--- src/rtl/ifu_prefetch.sv ---
// Instruction prefetch unit: PC owner, 1-cycle ROM fetch, PC-tagged FIFO to decode.
// Optional decode-starvation counter enabled by defining IFU_PERF_CNT_EN.
module ifu_prefetch #(
    parameter logic [31:0] RESET_PC = 32'h0000_3000,
    parameter int          DEPTH    = 4,
    parameter int          AW       = 2
) (
    input  logic        clk,
    input  logic        rst,
    output logic        im_req,
    output logic [31:0] im_addr,
    input  logic [31:0] im_rdata,
    input  logic        redirect,
    input  logic [31:0] redirect_pc,
    output logic        out_valid,
    input  logic        out_ready,
    output logic [31:0] out_instr,
    output logic [31:0] out_pc
`ifdef IFU_PERF_CNT_EN
    ,
    output logic [31:0] perf_bubble
`endif
);

    logic [31:0] fetch_pc_q, fetch_pc_d;
    logic [31:0] inflight_pc_q, inflight_pc_d;
    logic        inflight_q, inflight_d;
    logic [AW:0] count_q, count_d;
    logic [AW-1:0] wr_ptr_q, wr_ptr_d, rd_ptr_q, rd_ptr_d;
    logic [31:0] instr_mem_q [DEPTH];
    logic [31:0] pc_mem_q [DEPTH];
    logic        push_s, pop_s, room_s;

    // Counting the in-flight word as occupied guarantees every return finds a free slot.
    assign room_s    = ({1'b0, count_q} + {{(AW + 1){1'b0}}, inflight_q}) < (AW + 2)'(DEPTH);
    assign im_req    = !rst && !redirect && room_s;
    assign im_addr   = fetch_pc_q;
    assign out_valid = (count_q != '0);
    assign out_instr = instr_mem_q[rd_ptr_q];
    assign out_pc    = pc_mem_q[rd_ptr_q];

    // Next-state for PC, in-flight tracking and FIFO pointers; redirect flushes everything.
    always_comb begin
        fetch_pc_d    = fetch_pc_q;
        inflight_pc_d = inflight_pc_q;
        inflight_d    = 1'b0;
        count_d       = count_q;
        wr_ptr_d      = wr_ptr_q;
        rd_ptr_d      = rd_ptr_q;
        push_s        = 1'b0;
        pop_s         = 1'b0;
        if (redirect) begin
            fetch_pc_d = {redirect_pc[31:2], 2'b00};
            count_d    = '0;
            wr_ptr_d   = '0;
            rd_ptr_d   = '0;
        end else begin
            push_s = inflight_q;
            pop_s  = out_valid && out_ready;
            if (im_req) begin
                inflight_d    = 1'b1;
                inflight_pc_d = fetch_pc_q;
                fetch_pc_d    = fetch_pc_q + 32'd4;
            end else begin
                inflight_d = 1'b0;
            end
            if (push_s) begin
                wr_ptr_d = wr_ptr_q + AW'(1);
            end else begin
                wr_ptr_d = wr_ptr_q;
            end
            if (pop_s) begin
                rd_ptr_d = rd_ptr_q + AW'(1);
            end else begin
                rd_ptr_d = rd_ptr_q;
            end
            count_d = count_q + (AW + 1)'(push_s) - (AW + 1)'(pop_s);
        end
    end

    // Control state registers.
    always_ff @(posedge clk or posedge rst) begin
        if (rst) begin
            fetch_pc_q    <= RESET_PC;
            inflight_pc_q <= 32'h0000_0000;
            inflight_q    <= 1'b0;
            count_q       <= '0;
            wr_ptr_q      <= '0;
            rd_ptr_q      <= '0;
        end else begin
            fetch_pc_q    <= fetch_pc_d;
            inflight_pc_q <= inflight_pc_d;
            inflight_q    <= inflight_d;
            count_q       <= count_d;
            wr_ptr_q      <= wr_ptr_d;
            rd_ptr_q      <= rd_ptr_d;
        end
    end

    // FIFO storage; cleared on reset so the head outputs read zero.
    always_ff @(posedge clk or posedge rst) begin
        if (rst) begin
            for (int i = 0; i < DEPTH; i++) begin
                instr_mem_q[i] <= 32'h0000_0000;
                pc_mem_q[i]    <= 32'h0000_0000;
            end
        end else if (push_s) begin
            instr_mem_q[wr_ptr_q] <= im_rdata;
            pc_mem_q[wr_ptr_q]    <= inflight_pc_q;
        end
    end

`ifdef IFU_PERF_CNT_EN
    logic [31:0] perf_bubble_q, perf_bubble_d;

    // Saturating count of edges where decode had nothing to take.
    always_comb begin
        perf_bubble_d = perf_bubble_q;
        if (!out_valid && !redirect && (perf_bubble_q != 32'hFFFF_FFFF)) begin
            perf_bubble_d = perf_bubble_q + 32'd1;
        end else begin
            perf_bubble_d = perf_bubble_q;
        end
    end

    // Performance counter register.
    always_ff @(posedge clk or posedge rst) begin
        if (rst) begin
            perf_bubble_q <= 32'h0000_0000;
        end else begin
            perf_bubble_q <= perf_bubble_d;
        end
    end

    assign perf_bubble = perf_bubble_q;
`endif

endmodule

--- config.mk ---
export PLATFORM = sky130hd
export DESIGN_NAME = ifu_prefetch
export DESIGN_NICKNAME = d
export VERILOG_FILES = /design/src/rtl/ifu_prefetch.sv
export SDC_FILE = /design/constraint.sdc
export NUM_CORES = 1
export LEC_CHECK = 0
export BUFFER_PORTS_ARGS = -buffer_cell sky130_fd_sc_hd__buf_2
export CORE_ASPECT_RATIO = 0.75
export CORE_UTILIZATION = 45
export CTS_BUF_LIST = sky130_fd_sc_hd__clkbuf_16
export CTS_CLUSTER_SIZE = 24
export DETAILED_ROUTE_END_ITERATION = 6
export GPL_TIMING_DRIVEN = 1
export HOLD_SLACK_MARGIN = 0.05
export PLACE_DENSITY_LB_ADDON = 0.12
export SETUP_SLACK_MARGIN = 0.5
export SLEW_MARGIN = 10
export SYNTH_ARGS = -nofsm -noshare
export SYNTH_HDL_FRONTEND = slang
export SYNTH_SLANG_ARGS = --single-unit
export TNS_END_PERCENT = 10
--- constraint.sdc ---
create_clock -name clk -period 13.9 [get_ports clk]
set_clock_uncertainty 0.15 [all_clocks]
set_input_delay 2.78 -clock clk [delete_from_list [all_inputs] [get_ports clk]]
set_output_delay 2.78 -clock clk [all_outputs]
set_load 0.1 [all_outputs]
==> flow_metrics.env, run 1 <==
export IMPL_status="completed"
export IMPL_io_buffers=159
export IMPL_cts_sink_count=316
export IMPL_fp_dieW_um=205.8
export IMPL_initialDrtViolationCount=386
export IMPL_cts_tree="built"
export IMPL_grt_ovfl_total=0
export IMPL_area_growth_pct=15.66
export IMPL_synthArstFlopShare=1.000
export IMPL_grtUsageMet1=0.2940
export IMPL_cap_viol_max_count=0
export IMPL_met2_usage=0.2998
export IMPL_antenna_found_initial=0
export IMPL_hpwlAfterDp_mm=17.70
export IMPL_dp_cells=1421
export IMPL_htree_levels=2
export IMPL_die_area_um2=31850
export IMPL_clockBufferDepth=3
export IMPL_avgSynthCellArea_um2=15.38
export IMPL_critPathArrivalTime_ns=3.91
export IMPL_synth_seq_cells=316
export IMPL_vias=8103
export IMPL_wire_per_inst_um=20.59
export IMPL_r2r_start="count_q[1]"
export IMPL_synth_area_um2=14010
export IMPL_finalSetupViolCount=0
export IMPL_fmax_mhz=146.3
export IMPL_endpoint_kind="output port"
export IMPL_grt_pass1_wl_mm=48.73
export IMPL_first_pass_iters=4
export IMPL_fin_crit_ns=6.838
export IMPL_worstMarginPinSlew_ns=1.124
export IMPL_crit_path_start_kind="input port"
export IMPL_ys_seq_area_frac=0.5646
export IMPL_hold_path_class="register to register"
export IMPL_finalCritPeriodShare=0.4919
export IMPL_diodes=0
export IMPL_slew_viol_final=0
export IMPL_finalHoldViolCount=0
export IMPL_ys_flop_type="dfrtp_1"
export IMPL_synth_distinct_cells=46
export IMPL_numCtsBuffers=34
export IMPL_grt_pass1_vias=8425
export IMPL_gp_congestion=0.7201
export IMPL_root_buffer="clkbuf_16"
export IMPL_crit_path_start="redirect"
export IMPL_fin_setup_tns_ns=0
export IMPL_core_area_um2=30420
export IMPL_initial_core_util=0.4606
export IMPL_busiest_layer="met2"
export IMPL_postCtsSetupRepairBufs=0
export IMPL_grtUsageTotal=0.1994
export IMPL_grt_max_degree=102
export IMPL_drc=0
export IMPL_finalNetCount=1135
export IMPL_ant_nets=0
export IMPL_required_ns=10.97
export IMPL_post_cts_resized=0
export IMPL_rows=55
export IMPL_holdWs_ns=0.3472
export IMPL_insertion_delay_ns=0.51
export IMPL_finalWirelength_mm=30.46
export IMPL_rsz0062_at_grt="no"
export IMPL_min_from="pc_mem_q[61]"
export IMPL_layout_drive_gt1_share=0.5287
export IMPL_final_cells=1479
export IMPL_placedInstanceArea_um2=15120
export IMPL_crit_type="input port to output port"
export IMPL_synthCells=911
export IMPL_yosys_warnings=0
export IMPL_slew_limit_headroom=0.2501
export IMPL_die_h_um=154.8
export IMPL_met3_usage=0.04088
export IMPL_ios=166
export IMPL_hold_buffers=0
export IMPL_finalInstanceArea_um2=16210
export IMPL_clk_pin_slew_ns=0.06
export IMPL_viasPerCell=5.479
export IMPL_cp_max_fo=60
export IMPL_synth_edf_count=0
-- critical path, stage by stage --
cell and delay, ns:
buf_2 0.09, buf_4 0.31, nor3_1 0.24, buf_2 0.45
-- cell usage in the layout, fill, tap and decap left out, drive strengths merged, types with 5 or more instances in the layout --
cell type | Yosys | layout
and3 | 8 | 8
buf | 50 | 166
clkbuf | 8 | 35
clkinv | 1 | 12
dfrtp | 314 | 314
ha | 8 | 8
inv | 8 | 15
mux2 | 282 | 282
mux4 | 62 | 62
nand2 | 40 | 40
nand3 | 5 | 5
nand4 | 17 | 17
nor2 | 9 | 9
nor3 | 8 | 8
o21ai | 24 | 24
xnor2 | 18 | 18
xor2 | 12 | 12
-- area by class of cell --
| class | instances | area (µm²) |
|---|---|---|
| fill | 2584 | 14210 |
| sequential | 316 | 7918 |
| multi-input combinational | 531 | 5816 |
| clock buffer | 35 | 875.8 |
| timing repair buffer | 166 | 848.3 |
| tap | 399 | 499.2 |
| clock inverter | 23 | 207.7 |
| inverter | 9 | 41.29 |
-- routing by layer --
metal / wire [µm] / vias up
met4: 518 / 0
met3: 1484 / 44
met1: 14530 / 4265
met5: 0 / -
li1: - / 3649
met2: 13920 / 145
-- metrics by stage --
| step | setup WS, ns | utilization |
|---|---|---|
| after floorplan | 2.218 | - |
| after global placement | 7.069 | 0.4972 |
| after detailed placement | 7.083 | 0.4972 |
| after CTS | 7.072 | 0.5328 |
| after global routing | 7.025 | 0.5328 |
| final | 7.062 | 0.5328 |
-- kinds of logic after synthesis --
| kind of cell | after synthesis | share of synthesized area |
|---|---|---|
| muxes | 346 | 0.3277 |
| AOI/OAI and AO/OA | 32 | 0.01393 |
| adders and majority gates | 9 | 0.008573 |
| and+or+nand+nor | 110 | 0.04242 |
| DFF | 316 | 0.5646 |
| buffers and inverters | 67 | 0.02375 |
| xor gates and xnor gates | 30 | 0.01875 |
| other | 1 | 0.0002676 |
-- synth_stat cells (3+ instances only) --
master | n | area (µm²)
and2_1 | 4 | 25.02
and3_1 | 8 | 50.05
and4_1 | 4 | 35.03
buf_2 | 43 | 215.2
buf_4 | 5 | 37.54
clkbuf_1 | 7 | 26.28
dfrtp_1 | 314 | 7858
ha_1 | 8 | 100.1
inv_1 | 8 | 30.03
mux2_2 | 282 | 3176
mux4_2 | 62 | 1396
nand2_1 | 40 | 150.1
nand3_1 | 5 | 25.02
nand4_1 | 16 | 100.1
nor2_1 | 9 | 33.78
nor2b_1 | 3 | 18.77
nor3_1 | 7 | 35.03
nor4_1 | 3 | 18.77
o21ai_0 | 22 | 110.1
xnor2_1 | 18 | 157.7
xor2_1 | 12 | 105.1
-- registers in the layout, summed over array words and instances (netlist names) --
name           count
count_q            3
im_addr           30
inflight_q         1
rd_ptr_q           2
inflight_pc_q     30
wr_ptr_q           2
instr_mem_q      128
pc_mem_q         120
-- worst paths after layout --
check                      depth (start not counted)  slack (ns)               end
min reg2reg                                        1        0.35      pc_mem_q[61]
max in group asynchronous                          4        9.04   instr_mem_q[76]
max reg2reg                                        6       10.68  inflight_pc_q[3]
min                                                1        0.35      pc_mem_q[61]
min in group asynchronous                          2        2.31     pc_mem_q[116]
max                                                4        7.06            im_req
Power of run 1 is left out: the tool's default activity adds up to more than one toggle a clock period on the data nets, which glitch-free logic cannot reach.
==> run 2, diff against run 1 <==
==> constraint.sdc (replaced) <==
create_clock -name clk -period 6.5 [get_ports clk]
set_clock_uncertainty 0.15 [all_clocks]
set_input_delay 1.3 -clock clk [delete_from_list [all_inputs] [get_ports clk]]
set_output_delay 1.3 -clock clk [all_outputs]
set_load 0.1 [all_outputs]
==> run 2 against run 1 <==
  * Hold slack gained 0.0010 ns
  * Die area is the same
  * Final cell count is essentially flat
  * Via count shrank 1.1%
  * Setup slack lost 5.0 ns
  * Sequential cell count is the same
  * Global-route usage shrank 0.27 points
  * Routed wire length shrank 1.4%
  * Non-clock buffer count shrank 1
  * Critical path type is now register to output port
  * Largest cell class unchanged
  * Highest routed layer unchanged
==> flow_metrics.env, run 2 (synthesized netlist as in run 1, its figures left out) <==
export IMPL_core_area_um2=30420
export IMPL_worstMarginPinSlew_ns=1.137
export IMPL_cts_tree="built"
export IMPL_hold_path_class="register to register"
export IMPL_wire_per_inst_um=20.31
export IMPL_postCtsSetupRepairBufs=0
export IMPL_grtUsageTotal=0.1967
export IMPL_drc=0
export IMPL_slew_limit_headroom=0.2417
export IMPL_die_h_um=154.8
export IMPL_post_cts_resized=0
export IMPL_grt_pass1_wl_mm=48.16
export IMPL_clk_pin_slew_ns=0.06
export IMPL_finalSetupViolCount=0
export IMPL_area_growth_pct=15.15
export IMPL_fillers=2644
export IMPL_root_buffer="clkbuf_16"
export IMPL_grt_pass1_vias=8312
export IMPL_fp_dieW_um=205.8
export IMPL_hpwlAfterDp_mm=17.44
export IMPL_cts_sink_count=316
export IMPL_hold_buffers=0
export IMPL_regArea_um2=7918
export IMPL_insertion_delay_ns=0.51
export IMPL_setup_ws_ns=2.103
export IMPL_die_area_um2=31850
export IMPL_grt_max_degree=175
export IMPL_required_ns=5.05
export IMPL_initial_core_util=0.4606
export IMPL_cp_max_fo=51
export IMPL_htree_levels=2
export IMPL_finalHoldViolCount=0
export IMPL_grt_ovfl_total=0
export IMPL_regMostFlops="instr_mem_q"
export IMPL_viasPerCell=5.423
export IMPL_layout_commonest_cell="dfrtp_1"
export IMPL_fin_crit_ns=4.397
export IMPL_fin_util=0.5304
export IMPL_finalCritPeriodShare=0.6765
export IMPL_rows=55
export IMPL_top_regs="instr_mem_q: 128 flops, pc_mem_q: 120 flops"
export IMPL_critPathArrivalTime_ns=2.95
export IMPL_most_common_layout_cells="312 x dfrtp_1, 282 x mux2_2, 159 x buf_2"
export IMPL_io_buffers=159
export IMPL_crit_path_start_kind="register"
export IMPL_status="completed"
export IMPL_vias=8015
export IMPL_initialDrtViolationCount=407
export IMPL_cap_viol_max_count=0
export IMPL_fin_setup_tns_ns=0
export IMPL_rsz0062_at_grt="no"
export IMPL_largest_register_ffs=128
export IMPL_antenna_found_initial=0
export IMPL_first_pass_iters=4
export IMPL_dp_slack_ns=2.360
export IMPL_finalWirelength_mm=30.02
export IMPL_slew_viol_final=0
export IMPL_gp_congestion=0.7430
export IMPL_diodes=0
export IMPL_ios=166
export IMPL_clockBufferDepth=3
export IMPL_endpoint_kind="output port"
export IMPL_crit_type="register to output port"
export IMPL_ant_nets=0
export IMPL_multi_input_area_um2=5816
export IMPL_fmax_mhz=227.4
export IMPL_layout_drive_gt1_share=0.5218
export IMPL_finalNetCount=1134
export IMPL_numCtsBuffers=34
run 2: changes by cell type in the layout (fill, tap and decap cells not counted), sizes merged:
cell    change
inv         +4
bufinv      -3
buf         -1
clkinv      -1
run 2: final cells by class:
type	count	share of cell area
clock inverters	23	0.007523
flip-flops and latches	316	0.4908
well taps	399	0.03094
multi-input cells	531	0.3605
inverters	9	0.002327
clock buffers	35	0.05429
repair buffers	165	0.05367
run 2: worst paths after layout:
kind | startpoint | to | slack [ns] | cells past startpoint
max | rd_ptr_q[0] | out_instr[9] | 2.10 | 3
min | pc_mem_q[72] | pc_mem_q[72] | 0.35 | 1
max reg2reg | count_q[2] | inflight_pc_q[7] | 3.25 | 6
min reg2reg | pc_mem_q[72] | pc_mem_q[72] | 0.35 | 1
max in group asynchronous | rst | instr_mem_q[18] | 4.11 | 4
min in group asynchronous | rst | count_q[1] | 0.87 | 3
run 2: metrics by stage:
stage               area (µm²)  hold WS [ns]  instances
floorplan                14030        0.3239        914
global placement         15140        0.3319       1420
detailed placement       15140        0.3373       1420
CTS                      16130        0.3505       1478
global route             16130        0.3545       1478
finish                   16130        0.3483       1478
run 2: critical path, cell delays in order (launching register included):
cell     delay, ns
dfrtp_4       1.11
buf_4         0.45
mux4_2        0.56
buf_2         0.31
run 2: per-layer routing:
metal,vias to the layer above,GRT usage,part of all wire
li1,3654,-,-
met1,4176,0.2907,0.48
met2,153,0.2982,0.46
met3,32,0.04109,0.049
met4,0,0.04409,0.013
met5,-,0,0
Power of run 2 is left out for the same reason.
==> run 3, diff against run 2 <==
==> constraint.sdc (replaced) <==
create_clock -name clk -period 4.05 [get_ports clk]
set_clock_uncertainty 0.15 [all_clocks]
set_input_delay 0.81 -clock clk [delete_from_list [all_inputs] [get_ports clk]]
set_output_delay 0.81 -clock clk [all_outputs]
set_load 0.1 [all_outputs]
==> run 3 against run 2 <==
  * Critical path depth is 2 higher
  * Final area is 0.67% higher
  * Final cell count is 0.68% higher
  * Non-clock buffer count is 12 higher
  * Setup slack worse by 1.5 ns
  * Sequential share of layout area is 0.33 points lower
  * Critical endpoint is now im_req
  * Highest routed layer unchanged
==> flow_metrics.env, run 3 (synthesized netlist as in run 1, its figures left out) <==
export IMPL_cts_tree="built"
export IMPL_finalHoldViolCount=0
export IMPL_setup_ws_ns=0.6282
export IMPL_layout_drive_gt1_share=0.5289
export IMPL_root_buffer="clkbuf_16"
export IMPL_regMostFlops="instr_mem_q"
export IMPL_slew_viol_final=0
export IMPL_ant_nets=0
export IMPL_finalWirelength_mm=30.26
export IMPL_die_h_um=154.8
export IMPL_initial_core_util=0.4606
export IMPL_top_regs="instr_mem_q: 128 flops, pc_mem_q: 120 flops"
export IMPL_largest_register_ffs=128
export IMPL_endpoint_kind="output port"
export IMPL_required_ns=3.09
export IMPL_grt_max_degree=151
export IMPL_insertion_delay_ns=0.56
export IMPL_io_buffers=159
export IMPL_finalCritPeriodShare=0.8449
export IMPL_grt_ovfl_total=0
export IMPL_diodes=0
export IMPL_worstMarginPinSlew_ns=0.8480
export IMPL_ios=166
export IMPL_most_common_layout_cells="312 x dfrtp_1, 282 x mux2_2, 158 x buf_2"
export IMPL_antenna_found_initial=0
export IMPL_grtUsageTotal=0.1951
export IMPL_fin_crit_ns=3.422
export IMPL_vias=8155
export IMPL_wire_per_inst_um=20.34
export IMPL_finalSetupViolCount=0
export IMPL_fillers=2583
export IMPL_first_pass_iters=4
export IMPL_slew_limit_headroom=0.4346
export IMPL_initialDrtViolationCount=373
export IMPL_layout_commonest_cell="dfrtp_1"
export IMPL_drc=0
export IMPL_rows=55
export IMPL_htree_levels=1
export IMPL_viasPerCell=5.481
export IMPL_finalNetCount=1143
export IMPL_postCtsSetupRepairBufs=0
export IMPL_dp_slack_ns=1.004
export IMPL_core_area_um2=30420
export IMPL_gp_congestion=0.7266
export IMPL_die_area_um2=31850
export IMPL_cap_viol_max_count=0
export IMPL_crit_path_start="count_q[2]"
export IMPL_fp_dieW_um=205.8
export IMPL_fmax_mhz=292.2
export IMPL_grt_pass1_vias=8420
export IMPL_status="completed"
export IMPL_critPathArrivalTime_ns=2.46
export IMPL_r2r_start="im_addr[4]"
export IMPL_crit_type="register to output port"
export IMPL_numCtsBuffers=31
export IMPL_cp_max_fo=11
export IMPL_hold_path_class="input port to asynchronous set/reset pin"
export IMPL_crit_path_start_kind="register"
export IMPL_clk_pin_slew_ns=0.06
export IMPL_area_growth_pct=15.91
export IMPL_clockBufferDepth=3
export IMPL_grt_pass1_wl_mm=48.24
export IMPL_fin_setup_tns_ns=0
export IMPL_rsz0062_at_grt="no"
export IMPL_hpwlAfterDp_mm=18.82
export IMPL_cts_sink_count=316
-- run 3: worst paths after layout --
path | endpoint | depth (start not counted) | slack (ns)
worst max-delay path | im_req | 5 | 0.63
worst min-delay path | im_addr[10] | 3 | 0.29
worst max register to register | im_addr[31] | 5 | 1.32
worst min register to register | instr_mem_q[59] | 1 | 0.35
max in group asynchronous | instr_mem_q[108] | 4 | 2.30
min in group clk | im_addr[4] | 3 | 0.30
-- run 3: cell type report --
| cell class | instances | area, µm² | area share |
|---|---|---|---|
| well taps | 399 | 499.2 | 0.03074 |
| repair buffers | 177 | 1033 | 0.06364 |
| clock buffers | 31 | 775.7 | 0.04777 |
| multi-input cells | 531 | 5816 | 0.3581 |
| clock inverters | 25 | 161.4 | 0.009938 |
| flip-flops and latches | 316 | 7918 | 0.4875 |
| inverters | 9 | 37.54 | 0.002311 |
-- run 3: timing repair --
item | 4_1_cts | 5_1_grt
endpoints found under the setup margin | 1 | 0
resized for setup | 1 | 0
hold buffers | 0 | 0
-- run 3: per-layer routing --
metal	share of wire	GRT usage	vias to the layer above
li1	-	-	3669
met1	0.48	0.2874	4324
met2	0.46	0.3016	130
met3	0.041	0.03624	32
met4	0.014	0.04092	0
met5	0	0	-
-- run 3: worst max-delay path, cell delays in order (launching register included) --
cell,delay [ns]
dfrtp_1,0.46
ha_1,0.24
o211a_1,0.26
o22a_1,0.41
nor3_1,0.22
buf_4,0.32
-- run 3: per-stage QoR --
step	cells	area, µm²	utilization	hold WS [ns]
2_1_floorplan	914	14030	-	0.3239
3_5_place_dp	1432	15300	0.5030	0.3374
4_1_cts	1488	16240	0.5339	0.2751
5_1_grt	1488	16240	0.5339	0.3010
3_3_place_gp	1432	15300	0.5030	0.3323
6_report	1488	16240	0.5339	0.2932
Power of run 3 is left out for the same reason.
